File: src/rtl/mem_bus_master.sv
//==============================================================================
//  Module      : mem_bus_master
//  Description : Initiator-side controller for the 1024x16 memory unit.
//                Accepts read/write/copy/fill commands over a valid/ready
//                handshake, sequences the memory cycles (combinational read,
//                write committed on the rising edge) and returns one
//                response pulse per command.
//                Optional macro MEM_BUS_PROTECT_EN: rejects any write, copy
//                or fill whose destination lies below CODE_LIMIT.
//  Revision    : 1.0 - initial release
//==============================================================================
`default_nettype none

module mem_bus_master #(
   parameter int DATA_W     = 16,
   parameter int ADDR_W     = 16,
   parameter int MEM_DEPTH  = 1024,
   parameter int LEN_W      = 8,
   parameter int CODE_LIMIT = 200
) (
   input  logic              ClockInput,
   input  logic              ResetInputN,
   input  logic              ReqValid,
   output logic              ReqReady,
   input  logic [1:0]        ReqOp,
   input  logic [ADDR_W-1:0] ReqAddress,
   input  logic [ADDR_W-1:0] ReqSource,
   input  logic [DATA_W-1:0] ReqData,
   input  logic [LEN_W-1:0]  ReqLength,
   output logic              RspValid,
   output logic [DATA_W-1:0] RspData,
   output logic              RspError,
   output logic              Busy,
   output logic [ADDR_W-1:0] AddressLine,
   output logic [DATA_W-1:0] MEMWriteBus,
   output logic              WriteMEM,
   input  logic [DATA_W-1:0] MEMReadBus
);

   // Range checks run at this width so address + length can never wrap.
   localparam int EXT_W = ADDR_W + LEN_W + 1;

   localparam logic [EXT_W-1:0]  c_depthExt = EXT_W'(MEM_DEPTH);
   localparam logic [EXT_W-1:0]  c_limitExt = EXT_W'(CODE_LIMIT);
   localparam logic [ADDR_W-1:0] c_addrOne  = ADDR_W'(1);
   localparam logic [LEN_W-1:0]  c_lenOne   = LEN_W'(1);

`ifdef MEM_BUS_PROTECT_EN
   localparam logic c_protectEn = 1'b1;
`else
   localparam logic c_protectEn = 1'b0;
`endif

   localparam logic [1:0] c_opRead  = 2'b00;
   localparam logic [1:0] c_opWrite = 2'b01;
   localparam logic [1:0] c_opCopy  = 2'b10;
   localparam logic [1:0] c_opFill  = 2'b11;

   typedef enum logic [2:0] {
      S_IDLE    = 3'd0,
      S_READ    = 3'd1,
      S_WRITE   = 3'd2,
      S_COPY_RD = 3'd3,
      S_COPY_WR = 3'd4,
      S_FILL    = 3'd5,
      S_DONE    = 3'd6
   } state_t;

   state_t            r_state;
   logic [ADDR_W-1:0] r_ptrSrc;   // next copy source address
   logic [ADDR_W-1:0] r_ptrDst;   // next copy/fill destination address
   logic [LEN_W-1:0]  r_remain;   // words still to transfer after the current one
   logic              r_err;      // command was rejected at acceptance

   logic [EXT_W-1:0]  w_dstExt;
   logic [EXT_W-1:0]  w_srcExt;
   logic [EXT_W-1:0]  w_lenExt;
   logic [EXT_W-1:0]  w_dstEnd;
   logic [EXT_W-1:0]  w_srcEnd;
   logic              w_protViol;
   logic              w_legal;

   assign w_dstExt   = EXT_W'(ReqAddress);
   assign w_srcExt   = EXT_W'(ReqSource);
   assign w_lenExt   = EXT_W'(ReqLength);
   assign w_dstEnd   = w_dstExt + w_lenExt;
   assign w_srcEnd   = w_srcExt + w_lenExt;
   // Ranges are ascending from the destination base, so a non-empty range
   // touches the protected region exactly when its base does.
   assign w_protViol = c_protectEn && (w_dstExt < c_limitExt);

   // Legality of the command currently presented on the request port.
   always_comb begin
      w_legal = 1'b0;
      case (ReqOp)
         c_opRead:  w_legal = (w_dstExt < c_depthExt);
         c_opWrite: w_legal = (w_dstExt < c_depthExt) && !w_protViol;
         c_opCopy:  w_legal = (ReqLength != '0) && (w_srcEnd <= c_depthExt) &&
                              (w_dstEnd <= c_depthExt) && !w_protViol;
         default:   w_legal = (ReqLength != '0) && (w_dstEnd <= c_depthExt) &&
                              !w_protViol;
      endcase
   end

   // Command sequencer; every output is a register loaded on the edge that
   // enters the state it belongs to, so the memory port sees no Req* path.
   always_ff @(posedge ClockInput or negedge ResetInputN) begin
      if (!ResetInputN) begin
         r_state     <= S_IDLE;
         r_ptrSrc    <= '0;
         r_ptrDst    <= '0;
         r_remain    <= '0;
         r_err       <= 1'b0;
         ReqReady    <= 1'b1;
         Busy        <= 1'b0;
         RspValid    <= 1'b0;
         RspData     <= '0;
         RspError    <= 1'b0;
         AddressLine <= '0;
         MEMWriteBus <= '0;
         WriteMEM    <= 1'b0;
      end else begin
         RspValid <= 1'b0;
         WriteMEM <= 1'b0;
         case (r_state)
            S_IDLE: begin
               if (ReqValid) begin
                  ReqReady <= 1'b0;
                  Busy     <= 1'b1;
                  r_err    <= !w_legal;
                  if (!w_legal) begin
                     // A rejected command idles one silent cycle in READ so
                     // its response lands with the same latency as read/write.
                     r_state <= S_READ;
                  end else begin
                     case (ReqOp)
                        c_opRead: begin
                           r_state     <= S_READ;
                           AddressLine <= ReqAddress;
                        end
                        c_opWrite: begin
                           r_state     <= S_WRITE;
                           AddressLine <= ReqAddress;
                           MEMWriteBus <= ReqData;
                           WriteMEM    <= 1'b1;
                        end
                        c_opCopy: begin
                           r_state     <= S_COPY_RD;
                           AddressLine <= ReqSource;
                           r_ptrSrc    <= ReqSource + c_addrOne;
                           r_ptrDst    <= ReqAddress;
                           r_remain    <= ReqLength - c_lenOne;
                        end
                        default: begin
                           r_state     <= S_FILL;
                           AddressLine <= ReqAddress;
                           MEMWriteBus <= ReqData;
                           WriteMEM    <= 1'b1;
                           r_ptrDst    <= ReqAddress + c_addrOne;
                           r_remain    <= ReqLength - c_lenOne;
                        end
                     endcase
                  end
               end
            end
            S_READ: begin
               r_state     <= S_DONE;
               RspValid    <= 1'b1;
               RspError    <= r_err;
               RspData     <= r_err ? '0 : MEMReadBus;
               AddressLine <= '0;
            end
            S_WRITE: begin
               r_state     <= S_DONE;
               RspValid    <= 1'b1;
               RspError    <= 1'b0;
               RspData     <= MEMWriteBus;
               AddressLine <= '0;
               MEMWriteBus <= '0;
            end
            S_COPY_RD: begin
               // MEMWriteBus doubles as the holding register for the word read.
               r_state     <= S_COPY_WR;
               AddressLine <= r_ptrDst;
               MEMWriteBus <= MEMReadBus;
               WriteMEM    <= 1'b1;
               r_ptrDst    <= r_ptrDst + c_addrOne;
            end
            S_COPY_WR: begin
               if (r_remain == '0) begin
                  r_state     <= S_DONE;
                  RspValid    <= 1'b1;
                  RspError    <= 1'b0;
                  RspData     <= MEMWriteBus;
                  AddressLine <= '0;
                  MEMWriteBus <= '0;
               end else begin
                  r_state     <= S_COPY_RD;
                  AddressLine <= r_ptrSrc;
                  MEMWriteBus <= '0;
                  r_ptrSrc    <= r_ptrSrc + c_addrOne;
                  r_remain    <= r_remain - c_lenOne;
               end
            end
            S_FILL: begin
               if (r_remain == '0) begin
                  r_state     <= S_DONE;
                  RspValid    <= 1'b1;
                  RspError    <= 1'b0;
                  RspData     <= MEMWriteBus;
                  AddressLine <= '0;
                  MEMWriteBus <= '0;
               end else begin
                  AddressLine <= r_ptrDst;
                  WriteMEM    <= 1'b1;
                  r_ptrDst    <= r_ptrDst + c_addrOne;
                  r_remain    <= r_remain - c_lenOne;
               end
            end
            S_DONE: begin
               r_state  <= S_IDLE;
               ReqReady <= 1'b1;
               Busy     <= 1'b0;
               RspData  <= '0;
               RspError <= 1'b0;
               r_err    <= 1'b0;
            end
            default: begin
               r_state  <= S_IDLE;
               ReqReady <= 1'b1;
               Busy     <= 1'b0;
            end
         endcase
      end
   end

endmodule

`default_nettype wire

File: config.mk
export PLATFORM = sky130hd
export DESIGN_NAME = mem_bus_master
export DESIGN_NICKNAME = d
export VERILOG_FILES = /design/src/rtl/mem_bus_master.sv
export SDC_FILE = /design/constraint.sdc
export NUM_CORES = 1
export LEC_CHECK = 0
export ABC_AREA = 1
export CAP_MARGIN = 25
export CORE_UTILIZATION = 50
export DETAILED_ROUTE_END_ITERATION = 10
export GPL_ROUTABILITY_DRIVEN = 0
export HOLD_SLACK_MARGIN = 0.02
export PLACE_DENSITY = 0.79
export SLEW_MARGIN = 20
export SYNTH_ARGS = -nofsm -noshare
export SYNTH_HDL_FRONTEND = slang
export SYNTH_SLANG_ARGS = --single-unit
File: constraint.sdc
create_clock -name ClockInput -period 2.55 [get_ports ClockInput]
set_input_delay 0.765 -clock ClockInput [delete_from_list [all_inputs] [get_ports ClockInput]]
set_output_delay 0.765 -clock ClockInput [all_outputs]
set_load 0.005 [all_outputs]
==> qor.csv <==
stage,metric,value,unit
run_status,status,finished with violations,
run_status,violations,setup timing,
logic_synthesis,synth-main-ff-cell,dfrtp_1,
routing,vias,9795,
clocking,cts.clk_slew.worst_paths,0.07,ns
worst_setup_path,endpoint_kind,flip-flop,
worst_setup_path,cp.required,2.79,ns
logic_synthesis,synthTopCellsByArea,"dfrtp_1 (30%), nand2_1 (18%), nand3_1 (10%), inv_1 (6.1%), nor2_1 (4.7%)",
logic_synthesis,async_flop_share,100,%
power_and_ir_drop,p_leak,5.86,nW
floorplan,die_h,128,um
finish,finalNetCount,1588,
min_path,min_path_type,input pin to asynchronous set/reset pin,
floorplan,initial_core_util,51.6,%
finish,layout-drive-gt1-share,27.2,%
global_route,grt-ovfl-total,0,
routing,drtIter0Drc,1099,
sta,tightest_slew,0.867,ns
worst_setup_path,crit_type,input pin to flip-flop,
floorplan,die_area,16300,um^2
routing,drc_errors,0,
worst_setup_path,cp_top_family,simple AND/OR/NAND/NOR gates,
place,port_buffers,129,
worst_setup_path,critPathMaxFanout,7,
routing,drtPass1Iterations,6,
sta,finalSetupViolCount,76,
routing,final_antenna_net_count,0,
global_route,grt_max_degree,77,
clocking,h-tree-depth,3,
global_route,gr-usage-all-layers,35.1,%
worst_setup_path,crit_top_cell,nand2_1,
logic_synthesis,synth_edf_count,0,
finish,antenna_cells,0,
logic_synthesis,yosys_warnings,0,
sta,relSlewSlack,42.0,%
routing,wirelength,29600,um
place,dpl.hpwl,19400,um
finish,stdcell_area,11900,um^2
clocking,cts.sinks,97,
sta,hold_viol_final,0,
worst_setup_path,crit_chain,buf_8 > ha_4 > fa_2 > or2_4 > nor2_2 > nand2_1 > nor2_1 > nand3_1 > nor2_1 > nand3_1 > nand2_1 > nand2_2 > nand2_2 > nand2_4 > buf_12 > nand2_8 > nand2_4 > nand2_1 > nand2_1,
sta,rsz0062_at_grt,true,
routing,route.detailed.wl_per_inst,17.4,um
logic_synthesis,ys_ff_latch,97,
logic_synthesis,synth.largest_area_cell,dfrtp_1,
sta,maxSlewViolCount,0,
logic_synthesis,avgSynthCellArea,6.53,um^2
global_route,grt_pass1_wl,45000,um
sta,timing.fmax,0.353,GHz
place,dpl_cell_area,10500,um^2
sta,skew,0.00661,ns
logic_synthesis,syn_nets,1312,
flow_run,max-cap-violations,0,
logic_synthesis,syn_area,7900,um^2
logic_synthesis,synth_top_area_share,30.4,%
logic_synthesis,yosysMostFrequentCell,nand2_1,
logic_synthesis,synth-seq-area-share,30.8,%
global_route,antenna_found_initial,0,
floorplan,core,15300,um^2
logic_synthesis,synth_common_cells,"nand2_1 (375), nand3_1 (161), inv_1 (128), nor2_1 (99), dfrtp_1 (96)",
worst_setup_path,critPathMaxStageDelay,0.39,ns
worst_setup_path,critPathArrivalTime,3.07,ns
worst_setup_path,crit_path_top_delay_cell,fa_2,
floorplan,io_pins,130,
clocking,cts_buffers,9,
clocking,cts_tree,yes,
sta,fin_ws,-0.281,ns
routing,via_per_inst,5.77,
floorplan,die_w,128,um
floorplan,num_rows,45,
worst_setup_path,path_buf_inv,2,
global_route,grt_pass1_vias,9211,
logic_synthesis,yosys.cell_types.count,50,
sta,setup_tns,-17.68,ns
sta,fin_crit_sh,111,%
worst_setup_path,start_kind,input pin,
clocking,cts_buffer_depth,2,
clocking,clock_latency,0.36,ns
finish,areaGrowthSynthToFinish,50.3,%
sta,timing.hold.ws,0.287,ns
logic_synthesis,synthCells,1209,
sta,fin_crit,2.83,ns
power_and_ir_drop,vdd_ir_drop_max,1080,uV
clocking,postCtsHoldBufs,0,
clocking,clock-root-buffer,clkbuf_16,
power_and_ir_drop,power_density,1140,nW/um^2
## layout by cell type (no fill, tap or decap), types with 6 or more instances in the layout
| master | netlist | final |
|---|---|---|
| nand4_1 | 16 | 16 |
| clkbuf_16 | 0 | 11 |
| nand2_4 | 2 | 12 |
| nand3b_1 | 7 | 7 |
| nand2_1 | 375 | 303 |
| nor3_1 | 12 | 11 |
| nor2_1 | 99 | 85 |
| ha_4 | 0 | 14 |
| a31oi_1 | 26 | 26 |
| buf_4 | 6 | 157 |
| inv_2 | 10 | 12 |
| buf_6 | 4 | 7 |
| nand3_2 | 2 | 27 |
| inv_1 | 128 | 126 |
| nand2_8 | 0 | 11 |
| dlygate4sd2_1 | 0 | 8 |
| a21oi_1 | 37 | 32 |
| nor2_2 | 4 | 17 |
| clkdlybuf4s50_1 | 0 | 99 |
| xnor2_1 | 13 | 13 |
| o21ai_1 | 12 | 6 |
| dfrtp_1 | 96 | 96 |
| buf_2 | 12 | 8 |
| o21ai_2 | 6 | 12 |
| xor2_1 | 22 | 22 |
| nand3_1 | 161 | 133 |
| a21oi_2 | 1 | 6 |
| o21ai_0 | 51 | 51 |
| nand2_2 | 9 | 66 |
| ha_1 | 24 | 7 |
| a221oi_1 | 12 | 12 |
| buf_12 | 0 | 7 |
## flip-flops by register name (all words and copies together), names as in the netlist
signal,flops
RspError,1
MEMWriteBus,16
r_remain,8
r_ptrSrc,16
ReqReady,1
r_state,3
WriteMEM,1
RspData,16
r_ptrDst,16
Busy,1
AddressLine,16
RspValid,1
r_err,1
## cell families (layout without fill, tap and decap cells)
kind of cell | count (synthesis) | count (layout) | share of synthesized area [%]
XOR/XNOR | 35 | 35 | 3.88
AND/OR/NAND/NOR | 703 | 709 | 38.8
buffers and inverters | 183 | 456 | 9.55
adder cells (fa/ha/maj) | 26 | 26 | 4.31
multiplexers | 2 | 2 | 0.254
flip-flops | 97 | 97 | 30.8
AO/OA/AOI/OAI | 163 | 163 | 12.5
## timing repair
item / in CTS / in global routing
pin swaps: 36 / 46
cloned: 6 / 3
setup buffers: 8 / 5
endpoints found under the hold margin: 0 / 0
setup endpoints to repair: 76 / 76
gates resized for setup: 164 / 98
## worst paths after layout
kind                                             from                          to  slack (ns)  cells past startpoint
max in group asynchronous                 ResetInputN        ReqReady$_DFFE_PN1P_        1.53                      2
min reg2reg                AddressLine[7]$_DFFE_PN0P_  AddressLine[7]$_DFFE_PN0P_        0.49                      2
max                                      ReqLength[0]     r_ptrDst[5]$_DFFE_PN0P_       -0.28                     19
max reg2reg                    r_state[0]$_DFFE_PN0P_    r_ptrSrc[14]$_DFFE_PN0P_       -0.06                     14
min                                       ResetInputN  AddressLine[7]$_DFFE_PN0P_        0.29                      1
min in group ClockInput    AddressLine[7]$_DFFE_PN0P_  AddressLine[7]$_DFFE_PN0P_        0.49                      2
## per-stage QoR
stage | utilization, % | setup slack [ns] | power [mW] | cells
finish | 77.5 | -0.281 | 13.5 | 1699
detailed placement | 68.7 | -1.11 | 10.0 | 1664
CTS | 74.8 | -0.232 | 12.5 | 1692
floorplan | - | -0.263 | 7.40 | 1209
global placement | 68.7 | -1.05 | 9.82 | 1664
global route | 77.5 | -0.388 | 14.3 | 1699
## cell type report
cell class | instances | area, um^2
fillers | 1048 | 3450
well taps | 211 | 264
flip-flops and latches | 97 | 2430
repair buffers | 302 | 2730
inverters | 140 | 526
multi-input cells | 935 | 5590
clock inverters | 3 | 90.1
clock buffers | 11 | 243
## power breakdown
group          internal (mW)  switching [mW]
registers               2.34           0.777
logic                   3.70            5.08
clock network          0.976           0.608
total                   7.02            6.46
## routing by layer
layer / GRT usage (%) / vias up / part of all wire (%)
li1: - / 4535 / -
met1: 43.4 / 4565 / 39
met2: 59.7 / 559 / 48
met3: 6.26 / 136 / 8.4
met4: 16.1 / 0 / 4.9
met5: 0 / - / 0
No activity file was read; power rests on OpenSTA's default activity.
==> patch (same settings) <==
Build with the macro `MEM_BUS_PROTECT_EN` defined.
--- a/src/rtl/mem_bus_master.sv
+++ b/src/rtl/mem_bus_master.sv
@@ -11,4 +11,6 @@
 //==============================================================================
 `default_nettype none
+
+`define MEM_BUS_PROTECT_EN
 
 module mem_bus_master #(
Function: changed (Yosys sat finds a counterexample within 4 cycles, from zero or initial values and one cycle with ResetInputN low).
==> patch against the original RTL <==
Area after synthesis is 1.1% lower; critical endpoint is now r_ptrSrc[14]; the run still ends with negative setup slack left; first-iteration DRC count is 19% lower; die area is 1.1% lower; sequential cell count stayed put; global-route usage is 0.94 points lower; clock power is 3% lower; total power is 2.4% lower; wire length is 7.1% lower; setup slack worse by 72 ps; sequential share of layout area is 0.39 points higher; non-clock buffer count is 1 higher; largest cell class unchanged; hold slack better by 100 ps; design area is 1.9% lower.
==> patch: results (changes against the original RTL) <==
status finished, violations left (unchanged); violated checks negative setup slack (unchanged); share of layout cells above drive strength 1 26.1% (was 27.2%); pre-CTS setup slack -1140 ps (was -1110 ps); R2R depth 8 (was 14); worst setup margin -353 ps (was -281 ps); RR Endpoint r_ptrDst[11] (was r_ptrSrc[14]); Leak 5.77 nW (was 5.86 nW); WL final 27500 um (was 29600 um); DR WL met2 13100 um (was 14200 um); largest net degree at the start of global routing 36 (was 77); Setup Skew 8.40 ps (was 6.61 ps); worst vdd ir 0.000996 V (was 0.00108 V); Worst Setup EP r_ptrSrc[14] (was r_ptrDst[5]); fraction of the mapped netlist area in adder cells 4.52% (was 4.31%); hold slack final 387 ps (was 287 ps); post-synthesis compound-gate area fraction 9.55% (was 12.5%); NumNets Final 1573 (was 1588); placed inst area 0.0105 sq mm (about the same); Worst Setup SP ReqLength[0] (unchanged); detailed-route via count 9361 (was 9795); dpl hpwl 19200 um (was 19400 um); CP arrival 3150 ps (was 3070 ps); register area share after synthesis 31.1% (was 30.8%); ranking of synthesized cells by area dfrtp_1 31%, nand2_1 20%, nand3_1 9.7%, inv_1 5.5%, nor2_1 5.0% (was dfrtp_1 30%, nand2_1 18%, nand3_1 10%, inv_1 6.1%, nor2_1 4.7%); met1 wire length 11000 um (was 11400 um); XOR/XNOR share of the synthesized area 3.93% (was 3.88%); post-synth cell types 51 (was 50); met3 wire length 2260 um (was 2480 um); R2R setup slack -270 ps (was -60 ps); Starting DRT DRC Count 894 (was 1099); vias in the first global route 8847 (was 9211); GRT Util Overall 34.1% (was 35.1%); endpoints failing setup 77 (was 76); first-pass GRT wire length 43600 um (was 45000 um); actual slew at the worst max-slew pin 920 ps (was 867 ps)
==> patch: how the worst min path moves through the flow <==
stage,from,end,cells past startpoint
finish,ResetInputN,r_ptrDst[3],1
global route,ResetInputN,MEMWriteBus[2],1
CTS,ResetInputN,MEMWriteBus[14],1
detailed placement,AddressLine[3],AddressLine[3],2
global placement,AddressLine[7],AddressLine[7],2
floorplan,r_ptrSrc[0],r_ptrSrc[0],2
==> patch: logic make-up (layout without fill, tap and decap cells) <==
group | Yosys count | after routing
AO/OA/AOI/OAI | 124 | 124
buffers and inverters | 161 | 440
XOR/XNOR | 35 | 35
flip-flops | 97 | 97
adder cells (fa/ha/maj) | 27 | 27
multiplexers | 6 | 6
AND/OR/NAND/NOR | 739 | 745
==> patch: cell type report <==
| cell class | instances | area [sq um] |
|---|---|---|
| tap | 188 | 235 |
| clock inverter | 6 | 97.6 |
| sequential | 97 | 2430 |
| multi-input combinational | 937 | 5540 |
| timing repair buffer | 303 | 2670 |
| inverter | 121 | 454 |
| clock buffer | 10 | 229 |
| fill | 1067 | 3560 |
==> patch: timing repair <==
| action | in CTS | in global routing |
|---|---|---|
| endpoints found under the setup margin | 77 | 77 |
| buffers inserted | 4 | 1 |
| pin swaps | 40 | 25 |
| gates cloned | 7 | 1 |
| resized for setup | 179 | 56 |
==> patch: stage by stage <==
| step | std cells | setup TNS, ps | utilization, % |
|---|---|---|---|
| floorplan | 1189 | -21050 | - |
| global route | 1662 | -33420 | 76.6 |
| detailed placement | 1633 | -84000 | 69.4 |
| CTS | 1660 | -13610 | 75.3 |
| global placement | 1633 | -80100 | 69.4 |
| finish | 1662 | -23900 | 76.6 |
==> patch: routing by layer <==
metal	global-route usage, %	vias up
li1	-	4467
met1	43.6	4297
met2	57.7	488
met3	5.70	109
met4	13.8	0
met5	0	-
==> patch: where the power goes <==
part           switching (mW)  internal [mW]
logic                    5.00           3.60
clock network           0.648          0.877
registers               0.694           2.34
total                    6.34           6.82
==> patch: critical path, stage by stage <==
cell and delay [ps]:
buf_12 110, ha_4 150, fa_2 400, or2_4 260, nor2_4 100, nand3_2 60, nor2_2 110, nand2_1 90
nor2_2 110, nand3_1 60, nand2_1 80, nand2_2 70, nand2_2 70, nand2_2 70, nand2_4 80, nand2_8 100
nand2_8 180, nand2_8 120, nand2_2 90, nand2_1 50
